===== config.mk =====
export PLATFORM = sky130hd
export DESIGN_NAME = operand_entry_fsm
export DESIGN_NICKNAME = d
export VERILOG_FILES = /design/src/rtl/operand_entry_fsm.sv
export SDC_FILE = /design/constraint.sdc
export NUM_CORES = 1
export LEC_CHECK = 0
export BUFFER_PORTS_ARGS = -buffer_cell sky130_fd_sc_hd__buf_2
export CORE_MARGIN = 1
export CORE_UTILIZATION = 53
export CTS_BUF_LIST = sky130_fd_sc_hd__clkbuf_16
export CTS_CLUSTER_DIAMETER = 80
export CTS_CLUSTER_SIZE = 28
export DETAILED_ROUTE_END_ITERATION = 10
export PLACE_DENSITY = 0.8
export SLEW_MARGIN = 20
export SYNTH_ARGS = -nofsm -noshare
export SYNTH_HDL_FRONTEND = slang
export SYNTH_SLANG_ARGS = --single-unit

===== constraint.sdc =====
create_clock -name clk_50MHz -period 3.3 [get_ports clk_50MHz]
set_clock_uncertainty 0.05 [all_clocks]
set_input_delay 0.33 -clock clk_50MHz [delete_from_list [all_inputs] [get_ports clk_50MHz]]
set_output_delay 0.33 -clock clk_50MHz [all_outputs]
set_load 0.01 [all_outputs]

===== src/rtl/operand_entry_fsm.sv =====
// Operand entry: synchronised, debounced, edge-detected load/clear buttons drive an A/B/READY FSM.
// Optional debounce filter enabled by defining OPERAND_ENTRY_DEBOUNCE_EN.
module operand_entry_fsm #(
  parameter int unsigned DEBOUNCE_CYCLES = 500000,
  parameter int unsigned CNT_W           = 19
) (
  input  logic       clk_50MHz,
  input  logic       rst,
  input  logic [3:0] sw,
  input  logic       btn_load,
  input  logic       btn_clr,
  output logic [3:0] a,
  output logic [3:0] b,
  output logic       operands_valid,
  output logic [1:0] entry_state
);

  typedef enum logic [1:0] {
    WAIT_A = 2'b00,
    WAIT_B = 2'b01,
    READY  = 2'b10
  } state_e;

  // Bit 0 is the load button, bit 1 the clear button.
  logic [1:0] btn_raw;
  logic [1:0] sync1_q;
  logic [1:0] sync2_q;
  logic [1:0] deb;
  logic [1:0] deb_dly_q;
  logic [1:0] pulse;

  assign btn_raw = {btn_clr, btn_load};

  always_ff @(posedge clk_50MHz or negedge rst) begin
    if (!rst) begin
      sync1_q   <= '0;
      sync2_q   <= '0;
      deb_dly_q <= '0;
    end else begin
      sync1_q   <= btn_raw;
      sync2_q   <= sync1_q;
      deb_dly_q <= deb;
    end
  end

`ifdef OPERAND_ENTRY_DEBOUNCE_EN
  localparam logic [CNT_W-1:0] CntMax = CNT_W'(DEBOUNCE_CYCLES - 1);

  logic [1:0]       deb_q;
  logic [CNT_W-1:0] cnt_q [2];

  // The level flips on the clock that would take the count to DEBOUNCE_CYCLES.
  always_ff @(posedge clk_50MHz or negedge rst) begin
    if (!rst) begin
      deb_q <= '0;
      for (int unsigned i = 0; i < 2; i++) begin
        cnt_q[i] <= '0;
      end
    end else begin
      for (int unsigned i = 0; i < 2; i++) begin
        if (sync2_q[i] == deb_q[i]) begin
          cnt_q[i] <= '0;
        end else if (cnt_q[i] == CntMax) begin
          deb_q[i] <= sync2_q[i];
          cnt_q[i] <= '0;
        end else begin
          cnt_q[i] <= cnt_q[i] + 1'b1;
        end
      end
    end
  end

  assign deb = deb_q;
`else
  assign deb = sync2_q;
`endif

  assign pulse = deb & ~deb_dly_q;

  state_e     state_q;
  logic [3:0] a_q;
  logic [3:0] b_q;
  logic       valid_q;

  always_ff @(posedge clk_50MHz or negedge rst) begin
    if (!rst) begin
      state_q <= WAIT_A;
      a_q     <= '0;
      b_q     <= '0;
      valid_q <= 1'b0;
    end else if (pulse[1]) begin
      state_q <= WAIT_A;
      a_q     <= '0;
      b_q     <= '0;
      valid_q <= 1'b0;
    end else begin
      case (state_q)
        WAIT_A: begin
          if (pulse[0]) begin
            a_q     <= sw;
            state_q <= WAIT_B;
          end
        end
        WAIT_B: begin
          if (pulse[0]) begin
            b_q     <= sw;
            valid_q <= 1'b1;
            state_q <= READY;
          end
        end
        READY: begin
          if (pulse[0]) begin
            a_q     <= sw;
            valid_q <= 1'b0;
            state_q <= WAIT_B;
          end
        end
        default: begin
          state_q <= WAIT_A;
          a_q     <= '0;
          b_q     <= '0;
          valid_q <= 1'b0;
        end
      endcase
    end
  end

  assign a              = a_q;
  assign b              = b_q;
  assign operands_valid = valid_q;
  assign entry_state    = state_q;

endmodule


# --- Word level (Yosys, flattened, before mapping) ---
# Index checks and enable logic that the tools add are counted.
word_totals:
  reg_bits: 17
  latch_bits: 0
  mem_bits_rw: 0
  rom_bits: 0
  input_bits: 8
  elab_cells: 36
  memories: 0
op_classes:
  n_addsub: 0
  mul: 0
  div: 0
  order_cmp: 0
  n_eq_ne: 8
  n_shift: 0
  mux: 13
  n_bitwise: 2
  reduce_logical: 6
op_table:
  columns: ["operator", "count"]
  rows:
  - ["one-hot mux 4 bit (2 select lines)", 2]
  - ["two-way mux 4 bit", 3]
  - ["two-way mux 2 bit", 3]
  - ["inequality test 3 bit (second input constant)", 2]
  - ["AND reduction 2 bit", 3]
  - ["inequality test 2 bit (second input constant)", 2]
  - ["one-hot mux 2 bit (2 select lines)", 1]
  - ["two-way mux 1 bit", 3]
  - ["inequality test 3 x 1 -> 1 bit (second input constant)", 1]
  - ["one-hot mux 1 bit (3 select lines)", 1]
  - ["AND reduction 3 bit", 1]
  - ["AND 2 bit", 1]
  - ["equality test 2 x 1 -> 1 bit (second input constant)", 1]
  - ["equality test 2 bit (second input constant)", 1]
  - ["logical NOT 2 bit", 1]
  - ["inequality test 2 x 1 -> 1 bit (second input constant)", 1]
  - ["NOT 2 bit", 1]
  - ["OR reduction 2 bit", 1]

# --- Logic depth before layout (Yosys ltp) ---
# Gate-level depths: netlist of run 1.
logic_depth:
  depth_word: 5
  ltp_mapped: 4

# --- Least setup slack after synthesis of run 1 ---
# No wires, ideal clock.
synth_timing:
  path_kind: "register to register"
  from: "reg sync2_q[1] (netlist: deb[1])"
  to: "reg valid_q (netlist: operands_valid)"
  setup_ns: 0.095
  arrival_ns: 1.023
  required_time_ns: 3.155
  slack_ns: 2.131
  path_stages_with_launch: 4
  path_buffers: 0
  synth_period_minus_slack_ns: 1.169
  path_cell_list: "dfrtp_1 nor2b_4 or4b_1 o31ai_1"
synth_between:
  elab_chain_len: 3
  word_cells_on_any_way: 6
synth_lines:
  columns: ["item", "line", "source"]
  rows:
  - ["from (decl)", "27", "logic [1:0] sync2_q;"]
  - ["from (signal assigned)", "41", "sync2_q <= sync1_q;"]
  - ["AND 2 bit (*)", "78", "assign pulse = deb & ~deb_dly_q;"]
  - ["inequality test 3 bit (no line) or inequality test 2 bit (tied branches)", null, null]
  - ["AND reduction 3 bit (no line)", null, null]
  - ["to (signal assigned)", "90", "valid_q <= 1'b0;"]
  - ["to (signal assigned)", "95", "valid_q <= 1'b0;"]
  - ["to (signal assigned)", "107", "valid_q <= 1'b1;"]
  - ["to (decl)", "83", "logic valid_q;"]
# Mark *: on every way between the ends. The rest lies on a longest branch, timed or not.
# A chain may end at the register's enable or synchronous reset.

# --- Final worst setup path of run 1 ---
layout_timing:
  from: "reg state_q[0] (netlist: entry_state[0])"
  to: "reg b_q[1] (netlist: b[1])"
layout_between:
  elab_chain_len: 4
  word_cells_on_any_way: 9
layout_lines:
  columns: ["item", "line", "source"]
  rows:
  - ["from (decl)", "80", "state_e state_q;"]
  - ["from (signal assigned)", "87", "state_q <= WAIT_A;"]
  - ["from (signal assigned)", "92", "state_q <= WAIT_A;"]
  - ["from (signal assigned)", "101", "state_q <= WAIT_B;"]
  - ["equality test 2 bit or logical NOT 2 bit (tied branches)", "97", "case (state_q)"]
  - ["OR reduction 2 bit (no line)", null, null]
  - ["one-hot mux 4 bit (2 select lines) or inequality test 2 x 1 -> 1 bit (tied branches)", null, null]
  - ["two-way mux 4 bit or AND reduction 2 bit (tied branches)", null, null]
  - ["to (signal assigned)", "106", "b_q <= sw;"]
  - ["to (decl)", "82", "logic [3:0] b_q;"]
# Several ways; a longest one is shown, not always the timed one.

==> results of run 1 <==
## metal layers
layer	routed length, um	part of all wire, %
met1	664	48
met2	585	42
met3	119	8.6
met4	12	0.87
met5	0	0
## stage by stage
step	cell area, um2	cells	setup WS, ns	power (uW)
2_1_floorplan	740.7	67	2.131	357.7
3_3_place_gp	822.0	95	1.766	404.2
3_5_place_dp	822.0	95	1.701	408.4
4_1_cts	910.9	100	1.689	645.2
5_1_grt	910.9	100	1.555	669.7
6_report	910.9	100	1.652	637.2
## sequential cells by signal, indices dropped and copies added (netlist names)
register,count
a,4
b,4
deb,2
deb_dly_q,2
entry_state,2
sync1_q,2
operands_valid,1
## layout make-up
type / count / area [um2] / area share (%)
Sequential cell: 17 / 425.4 / 46.70
Multi-Input combinational cell: 45 / 287.8 / 31.59
Timing Repair Buffer: 19 / 100.1 / 10.99
Clock buffer: 3 / 75.07 / 8.242
Tap cell: 15 / 18.77 / 2.060
Clock inverter: 1 / 3.754 / 0.4121
## cells in the final DEF (no fill, tap or decap), drive strengths merged
cell / netlist / final
inv: 0 / 1
or4b: 1 / 1
clkbuf: 2 / 3
dlygate4sd3: 0 / 1
a21oi: 3 / 3
nor2b: 3 / 3
nand3: 4 / 4
nand2b: 5 / 5
nand3b: 13 / 13
nand2: 6 / 6
o31ai: 1 / 1
a31oi: 8 / 8
buf: 3 / 18
dfrtp: 17 / 17
or2b: 1 / 1
## where the power goes
| group | leakage [uW] | switching (uW) | internal, uW |
|---|---|---|---|
| Clock | 0.0000423 | 70.7 | 160 |
| Sequential | 0.000212 | 31.6 | 246 |
| Combinational | 0.000158 | 65.4 | 63.2 |
| Total | 0.000412 | 168 | 470 |
## final timing paths
kind / to / slack (ns) / cells after the start
setup / recovery: b[1] / 1.65 / 3
hold / removal: sync1_q[0] / 0.14 / 1
setup reg to reg: b[1] / 1.65 / 3
hold reg to reg: deb[1] / 0.30 / 0
max in group asynchronous: operands_valid / 2.44 / 2
min in group asynchronous: b[1] / 0.48 / 2
## timing repair
action | 4_1_cts | 5_1_grt
setup buffers | 0 | 0
hold endpoints to repair | 17 | 0
hold buffers | 1 | 0
## cells by family (layout without fill, tap and decap cells)
logic type / Yosys count / count (layout)
simple gates: 33 / 33
buf+inv: 5 / 23
flops: 17 / 17
compound gates: 12 / 12
==> out/results.txt, run 1 <==
Outcome: finished, final reports clean
Crit-path max FO: 18
Clock buffer count from CTS: 3
Routed Antenna Nets: 0
Highest Clock Rate: 606.8 MHz
GRT met2 Usage: 27.50%
PortBufs: 18
WP data required: 3.41 ns
Period minus WS final: 1.648 ns
Adder-Cell Fraction of Synth Area: 0%
Fin util: 70.00%
Hold_ws: 0.1444 ns
Max_cap viols: 0
Top delay family on crit path: simple AND/OR/NAND/NOR gates
Vias in the first global route: 433
Crit path launch type: flip-flop
Vias per cell: 5.800
CTS tree: built
DRT Pass-1 Iters: 4
Ports: 19
Predominant post-synthesis flop cell: dfrtp_1
HP Class: in -> reg
Total track usage: 20.68%
Final worst-path cycle share: 49.94%
Chip width: 39.39 um
Hold path startpoint: btn_load
Wire per inst: 13.81 um
Multiplexer share of the synthesized area: 0%
CP max-delay cell: nor2b_1
Top cells by area, synth: dfrtp_1 (57%), nand3b_1 (13%), a31oi_1 (6.8%), nand2b_1 (4.2%), nand2_1 (3.0%)
Largest net degree at the start of global routing: 19
Cts repair resizes: 0
Placer Congestion: 0.7571
Met3 Use GR: 7.386%
CP max stage delay: 0.60 ns
Largest family of logic cells by synthesized area: simple AND/OR/NAND/NOR gates
Simple-gate share of the synthesized area: 29.05%
Core ar.: 0.001301 mm2
Syn avg cell area: 11.06 um2
Iter 0 DRT Violations: 14
Row count: 13
Count leader, synth: dfrtp_1
Clock Sinks: 17
RSZ-0062 raised after global routing: false
Cell taking the most area after synthesis: dfrtp_1
Overflow after GRT: 0
Synth Area in Compound Gates: 9.797%
Slew of the pin with the lowest slew margin: 0.6927 ns
Ys async rst share: 100.0%
Busiest grt layer: met1
Clock Tree Buf Depth: 2
Filler cells: 103
H-tree Lvls: 1
Total routed wirelength: 1.381 mm
Initial core utilization: 56.92%
Kind of critical path: reg -> reg
Synth Cell Area: 740.7 um2
Nets: 94
Net Count, Synth: 75
Syn Inst Count: 67
Worst-path clk slew: 0.05 ns
Flop and latch count out of synthesis: 17
P_leak: 0.0004123 uW
Crit. Startpoint: entry_state[0]
Final setup viols: 0
CP endpoint kind: flip-flop
Worst Path Arrival: 1.76 ns
Remaining DRCs: 0
Final Hold Violating Endpoints: 0
Slew headroom: 53.73%
Die H: 39.39 um
WP buf/inv: 0
Synth warn: 0
Layout cells sized above 1: 25.88%
Final Max Slew Viols: 0
# diodes: 0
Netlist cell types: 15
Die area: 0.001551 mm2
Vias: 580
Crit path cell chain: nor2b_1, nand3_1, a31oi_1
Power Density: 699.6 mW/mm2
Share of the yosys chip area belonging to registers: 57.43%
Clk_lat worst skew: 0.24 ns
Met1 usage: 30.37%
Setup Total Neg Slack: 0 ns
Worst R2R Start: entry_state[0]
DPL Wire Length: 917.3 um
EDFF count, synth: 0
Synth top cells by count: dfrtp_1 (17), nand3b_1 (13), a31oi_1 (8), nand2_1 (6), nand2b_1 (5)
Global-route wire length before repair: 2.063 mm
Post-synth top area share: 57.43%
Area Growth Syn to Fin: 22.97%
Initial antenna violation count: 0
Post-synthesis xor/xnor area fraction: 0%
Worst vdd ir: 0.0005233 V
Root Buffer: clkbuf_16
(Power assumes the default switching activity.)
==> inputs of run 2 (changes only) <==
--- a/config.mk
+++ b/config.mk
@@ -5,14 +5,15 @@
 export SDC_FILE = /design/constraint.sdc
 export NUM_CORES = 1
 export LEC_CHECK = 0
+export ABC_AREA = 1
 export BUFFER_PORTS_ARGS = -buffer_cell sky130_fd_sc_hd__buf_2
 export CORE_MARGIN = 1
-export CORE_UTILIZATION = 53
+export CORE_UTILIZATION = 43
 export CTS_BUF_LIST = sky130_fd_sc_hd__clkbuf_16
 export CTS_CLUSTER_DIAMETER = 80
 export CTS_CLUSTER_SIZE = 28
 export DETAILED_ROUTE_END_ITERATION = 10
-export PLACE_DENSITY = 0.8
+export PLACE_DENSITY = 0.71
 export SLEW_MARGIN = 20
 export SYNTH_ARGS = -nofsm -noshare
 export SYNTH_HDL_FRONTEND = slang
==> constraint.sdc (replaced) <==
create_clock -name clk_50MHz -period 1.4 [get_ports clk_50MHz]
set_clock_uncertainty 0.05 [all_clocks]
set_input_delay 0.14 -clock clk_50MHz [delete_from_list [all_inputs] [get_ports clk_50MHz]]
set_output_delay 0.14 -clock clk_50MHz [all_outputs]
set_load 0.01 [all_outputs]
==> run 2 against run 1 <==
Net effect:
- final cell count rose by 4.0%
- power rose by 100%
- non-clock buffer count rose by 2
- die area rose by 8.0%
- critical path type unchanged
- count of clock-buffer cells in the layout did not move
- area after synthesis fell by 12%
- maximum frequency rose by 56%
- critical path depth rose by 3
- register-to-register slack got worse by 1.3 ns
==> out/results.txt, run 2 <==
Worst R2R Start: deb_dly_q[0]
Period minus WS final: 1.056 ns
Netlist cell types: 10
Vias: 491
FF-to-FF End: b[3]
Row count: 13
RSZ-0062 raised after global routing: false
HP Class: in -> reg
Worst-path clk slew: 0.05 ns
Synth warn: 0
Placer Congestion: 0.7881
Die H: 40.94 um
Total track usage: 18.12%
Iter 0 DRT Violations: 11
Initial core utilization: 48.29%
Top cells by area, synth: dfrtp_1 (65%), nand2_1 (17%), nor2_4 (5.2%), nand2_2 (3.8%), nand3_1 (2.3%)
WP buf/inv: 1
Remaining DRCs: 0
EDFF count, synth: 0
Root Buffer: clkbuf_16
DPL Wire Length: 835.2 um
Ys async rst share: 100.0%
Crit-path max FO: 6
Clock Tree Buf Depth: 2
Crit path cell chain: inv_1, nand2_4, nand3_1, nand2_2, nand2_1, nand2_1
Worst Path Arrival: 1.14 ns
Crit path depth: 6
Count leader, synth: nand2_1
CTS tree: built
Global-route wire length before repair: 1.842 mm
Pre-CTS setup slack: 0.3568 ns
Syn Inst Count: 64
Top delay family on crit path: simple AND/OR/NAND/NOR gates
Initial antenna violation count: 0
CP max-delay cell: dfrtp_1
Final Max Slew Viols: 0
Final Hold Violating Endpoints: 0
DRT Pass-1 Iters: 4
Post-DP Area: 760.7 um2
Crit path to: b[3]
Setup Total Neg Slack: 0 ns
Ports: 19
Area Growth Syn to Fin: 33.40%
Final worst-path cycle share: 75.44%
P_leak: 0.0004982 uW
Placed cell count: 97
Flop and latch count out of synthesis: 17
Cts repair resizes: 0
H-tree Lvls: 1
Net Count, Synth: 72
CP max stage delay: 0.35 ns
Vias in the first global route: 446
CP endpoint kind: flip-flop
Synth top cells by count: nand2_1 (29), dfrtp_1 (17), nand2_2 (4)
Worst vdd ir: 0.0007472 V
Wire per inst: 11.55 um
Total routed wirelength: 1.201 mm
# diodes: 0
Filler cells: 100
Max_cap viols: 0
Core ar.: 0.001350 mm2
Post-synth top area share: 65.26%
Slew headroom: 75.78%
Share of the yosys chip area belonging to registers: 65.26%
Final setup viols: 0
Power Density: 1484 mW/mm2
Worst r2r path cells: 6
Outcome: finished, final reports clean
Hold_ws: 0.06665 ns
Highest Clock Rate: 946.8 MHz
Routed Antenna Nets: 0
Die area: 0.001676 mm2
WP data required: 1.49 ns
Clk_lat worst skew: 0.25 ns
Crit. Startpoint: deb_dly_q[0]
Cell taking the most area after synthesis: dfrtp_1
Crit path launch type: flip-flop
Clock Sinks: 17
Leading cell type in the layout, fill and taps excluded: nand2_1
Final instance area: 869.6 um2
Kind of critical path: reg -> reg
Syn avg cell area: 10.19 um2
Nets: 98
PortBufs: 18
Synth Cell Area: 651.9 um2
Layout cells sized above 1: 35.96%
Most frequent CP cell: nand2_1
Predominant post-synthesis flop cell: dfrtp_1
Largest net degree at the start of global routing: 18
R2R setup slack: 0.34 ns
Overflow after GRT: 0
Setup WS post-layout: 0.3438 ns
Slew of the pin with the lowest slew margin: 0.3633 ns
Most frequent cells in the layout: nand2_1 (29), buf_2 (18), dfrtp_1 (17), inv_1 (4), nand2_2 (4)
Chip width: 40.94 um
Final std cells w/o fill: 104
Hold path startpoint: sw[1]
Clock buffer count from CTS: 3
Vias per cell: 4.721
run 2: kinds of logic after synthesis:
logic type             share of synthesized area, %
AO/OA/AOI/OAI                                 2.111
buffers and inverters                         2.879
flip-flops                                    65.26
AND/OR/NAND/NOR                               29.75
run 2: through the flow:
step	util [%]	power (uW)
final	64.41	1290
after global routing	64.41	1349
after CTS	64.41	1300
after detailed placement	56.35	735.5
after global placement	56.35	731.2
after floorplan	-	665.4
run 2: routing by layer:
layer / track usage (%) / part of all wire (%)
met4: 12.50 / 3.2
met1: 20.14 / 43
met3: 4.891 / 4.1
met2: 29.69 / 49
met5: 0 / 0
run 2: worst min-delay path, stage by stage:
cell and delay [ns]:
buf_2 0.09, nand2_1 0.05, nand2_1 0.05
run 2: how the worst min path moves through the flow:
stage / endpoint / cells past startpoint
2_1_floorplan: a[0] / 0
3_3_place_gp: sync1_q[0] / 1
3_5_place_dp: sync1_q[1] / 1
4_1_cts: a[1] / 3
5_1_grt: a[1] / 3
6_report: a[1] / 3
run 2: cell type report:
cell class / count / area [um2] / area share, %
repair buffers: 21 / 120.1 / 13.81
clock inverters: 1 / 3.754 / 0.4317
inverters: 5 / 18.77 / 2.158
flip-flops and latches: 17 / 425.4 / 48.92
well taps: 15 / 18.77 / 2.158
clock buffers: 3 / 75.07 / 8.633
multi-input cells: 42 / 207.7 / 23.88
run 2: power breakdown:
| part | total, uW | internal (uW) | switching (uW) | leakage (uW) |
|---|---|---|---|---|
| clock | 555 | 379 | 176 | 0.0000423 |
| sequential | 559 | 535 | 24.3 | 0.000219 |
| combinational | 177 | 66.2 | 110 | 0.000237 |
run 2: what timing repair did:
action	in CTS	in global routing
hold buffers	3	0
endpoints found under the hold margin	19	0
setup buffers	0	0
==> inputs of run 3 (changes only) <==
--- a/config.mk
+++ b/config.mk
@@ -8,12 +8,12 @@
 export ABC_AREA = 1
 export BUFFER_PORTS_ARGS = -buffer_cell sky130_fd_sc_hd__buf_2
 export CORE_MARGIN = 1
-export CORE_UTILIZATION = 43
+export CORE_UTILIZATION = 47
 export CTS_BUF_LIST = sky130_fd_sc_hd__clkbuf_16
 export CTS_CLUSTER_DIAMETER = 80
 export CTS_CLUSTER_SIZE = 28
 export DETAILED_ROUTE_END_ITERATION = 10
-export PLACE_DENSITY = 0.71
+export PLACE_DENSITY = 0.74
 export SLEW_MARGIN = 20
 export SYNTH_ARGS = -nofsm -noshare
 export SYNTH_HDL_FRONTEND = slang
==> constraint.sdc (replaced) <==
create_clock -name clk_50MHz -period 1 [get_ports clk_50MHz]
set_clock_uncertainty 0.05 [all_clocks]
set_input_delay 0.1 -clock clk_50MHz [delete_from_list [all_inputs] [get_ports clk_50MHz]]
set_output_delay 0.1 -clock clk_50MHz [all_outputs]
set_load 0.01 [all_outputs]
==> run 3 against run 2 <==
Net effect:
- the flow now finishes with violations (setup timing)
- hold slack got worse by 0.052 ns
- sequential cell count unchanged
- non-clock buffer count increased by 4
- combinational power increased by 71%
- final cell count increased by 3.8%
- register-to-register slack got worse by 0.43 ns
- via count increased by 4.9%
- sequential power increased by 40%
- core utilization increased by 8.1 points
- count of clock-buffer cells in the layout unchanged
- critical path type unchanged
- largest power group is now clock
==> out/results.txt, run 3 (synthesis gave the netlist of run 2 again) <==
Register area: 425.4 um2
Period minus WS final: 1.089 ns
WP data required: 1.13 ns
Fin util: 72.50%
Most frequent cells in the layout: nand2_1 (28), dfrtp_1 (17), buf_2 (17), nand2_4 (5), inv_2 (4)
Iter 0 DRT Violations: 10
Clock Tree Buf Depth: 2
Kind of critical path: reg -> reg
Nets: 102
Routed Antenna Nets: 0
Setup WS post-layout: -0.08854 ns
Overflow after GRT: 0
Highest Clock Rate: 918.7 MHz
CP endpoint kind: flip-flop
Largest net degree at the start of global routing: 18
Area Growth Syn to Fin: 44.72%
Final instance area: 943.4 um2
Remaining DRCs: 0
DPL Wire Length: 836.5 um
Final setup viols: 7
Vias: 515
Pre-CTS setup slack: -0.03139 ns
Worst R2R Start: entry_state[1]
Hold Crit Depth: 3
Layout cells sized above 1: 45.16%
Met3 Use GR: 8.671%
Row count: 13
Initial core utilization: 50.10%
Worst-path clk slew: 0.05 ns
CP max stage delay: 0.43 ns
Ports: 19
Slew headroom: 76.79%
Final Hold Violating Endpoints: 0
Final std cells w/o fill: 108
GRT met2 Usage: 26.67%
Root Buffer: clkbuf_16
FF-to-FF End: b[0]
Wire per inst: 11.25 um
Vias in the first global route: 432
Hold_ws: 0.01471 ns
Clk_lat worst skew: 0.25 ns
Slew of the pin with the lowest slew margin: 0.3481 ns
Worst vdd ir: 0.001284 V
Worst hold path endpoint: b[2]
Multi-input gate area: 240.2 um2
Worst Path Arrival: 1.22 ns
RSZ-0062 raised after global routing: true
PortBufs: 18
Filler cells: 91
Total routed wirelength: 1.215 mm
Met1 usage: 23.57%
R2R setup slack: -0.09 ns
Initial antenna violation count: 0
CP max-delay cell: dfrtp_1
Core ar.: 0.001301 mm2
Max_cap viols: 0
Vias per cell: 4.769
DRT Pass-1 Iters: 4
HP Class: in -> reg
# diodes: 0
Busiest grt layer: met2
Final Max Slew Viols: 0
Global-route wire length before repair: 1.773 mm
Die H: 39.24 um
H-tree Lvls: 1
Crit path launch type: flip-flop
Placed cell count: 99
Failing checks: setup timing
Clock buffer count from CTS: 3
CTS tree: built
Placer Congestion: 0.7839
Leading cell type in the layout, fill and taps excluded: nand2_1
Power Density: 1987 mW/mm2
Chip width: 39.24 um
Crit path cell chain: nor2_4, nand2_4, nor2_4, nand2_1, nand2_1
Worst r2r path cells: 5
Final worst-path cycle share: 108.9%
Post-DP Area: 775.7 um2
Hold path startpoint: sw[2]
Total track usage: 19.21%
Crit-path max FO: 5
Die area: 0.001540 mm2
Outcome: complete, but fails checks
P_leak: 0.0005333 uW
Clock Sinks: 17
[run 3: cell count changes in the layout (fill, tap and decap cells not counted), sizes merged]
cell / delta
buf: +4
clkinv: +1
inv: -1
[run 3: how the worst max path moves through the flow]
stage                   startpoint        endpoint  cells after the start
floorplan           entry_state[1]            b[0]                      5
global placement      deb_dly_q[0]            b[0]                      6
detailed placement    deb_dly_q[0]  operands_valid                      6
CTS                 entry_state[1]  entry_state[1]                      2
global route        entry_state[1]            b[0]                      5
finish              entry_state[1]            b[0]                      5
[run 3: metal layers]
layer,vias up,part of all wire (%)
met3,3,3.7
met5,-,0
met2,9,49
li1,254,-
met4,0,2.2
met1,249,45
[run 3: critical path: cells and delay by family (launching register included)]
kind          cells  cell delay, ns
flops             1            0.43
simple gates      5            0.54
[run 3: timing repair]
| item | CTS | global route |
|---|---|---|
| resized for setup | 5 | 6 |
| pin swaps | 6 | 2 |
| setup endpoints to repair | 10 | 11 |
| hold endpoints to repair | 19 | 0 |
| setup buffers | 2 | 0 |
| hold buffers | 3 | 0 |
[run 3: final cells by class]
cell class	count	share of cell area [%]
Clock buffer	3	7.958
Inverter	5	1.989
Clock inverter	1	0.5305
Multi-Input combinational cell	42	25.46
Tap cell	15	1.989
Sequential cell	17	45.09
Timing Repair Buffer	25	16.98
[run 3: power by group]
group          leakage (uW)  switching, uW  internal (uW)
sequential         0.000219           35.0            748
clock             0.0000409            254            535
combinational      0.000274            175            127
total              0.000533            465           1410
[run 3: per-stage QoR]
step                      setup TNS, ns  power [uW]
after floorplan                       0       931.6
after global placement         -0.02073        1037
after detailed placement        -0.1613        1044
after CTS                       -0.2474        1866
after global routing            -0.8464        1951
final                           -0.3878        1875
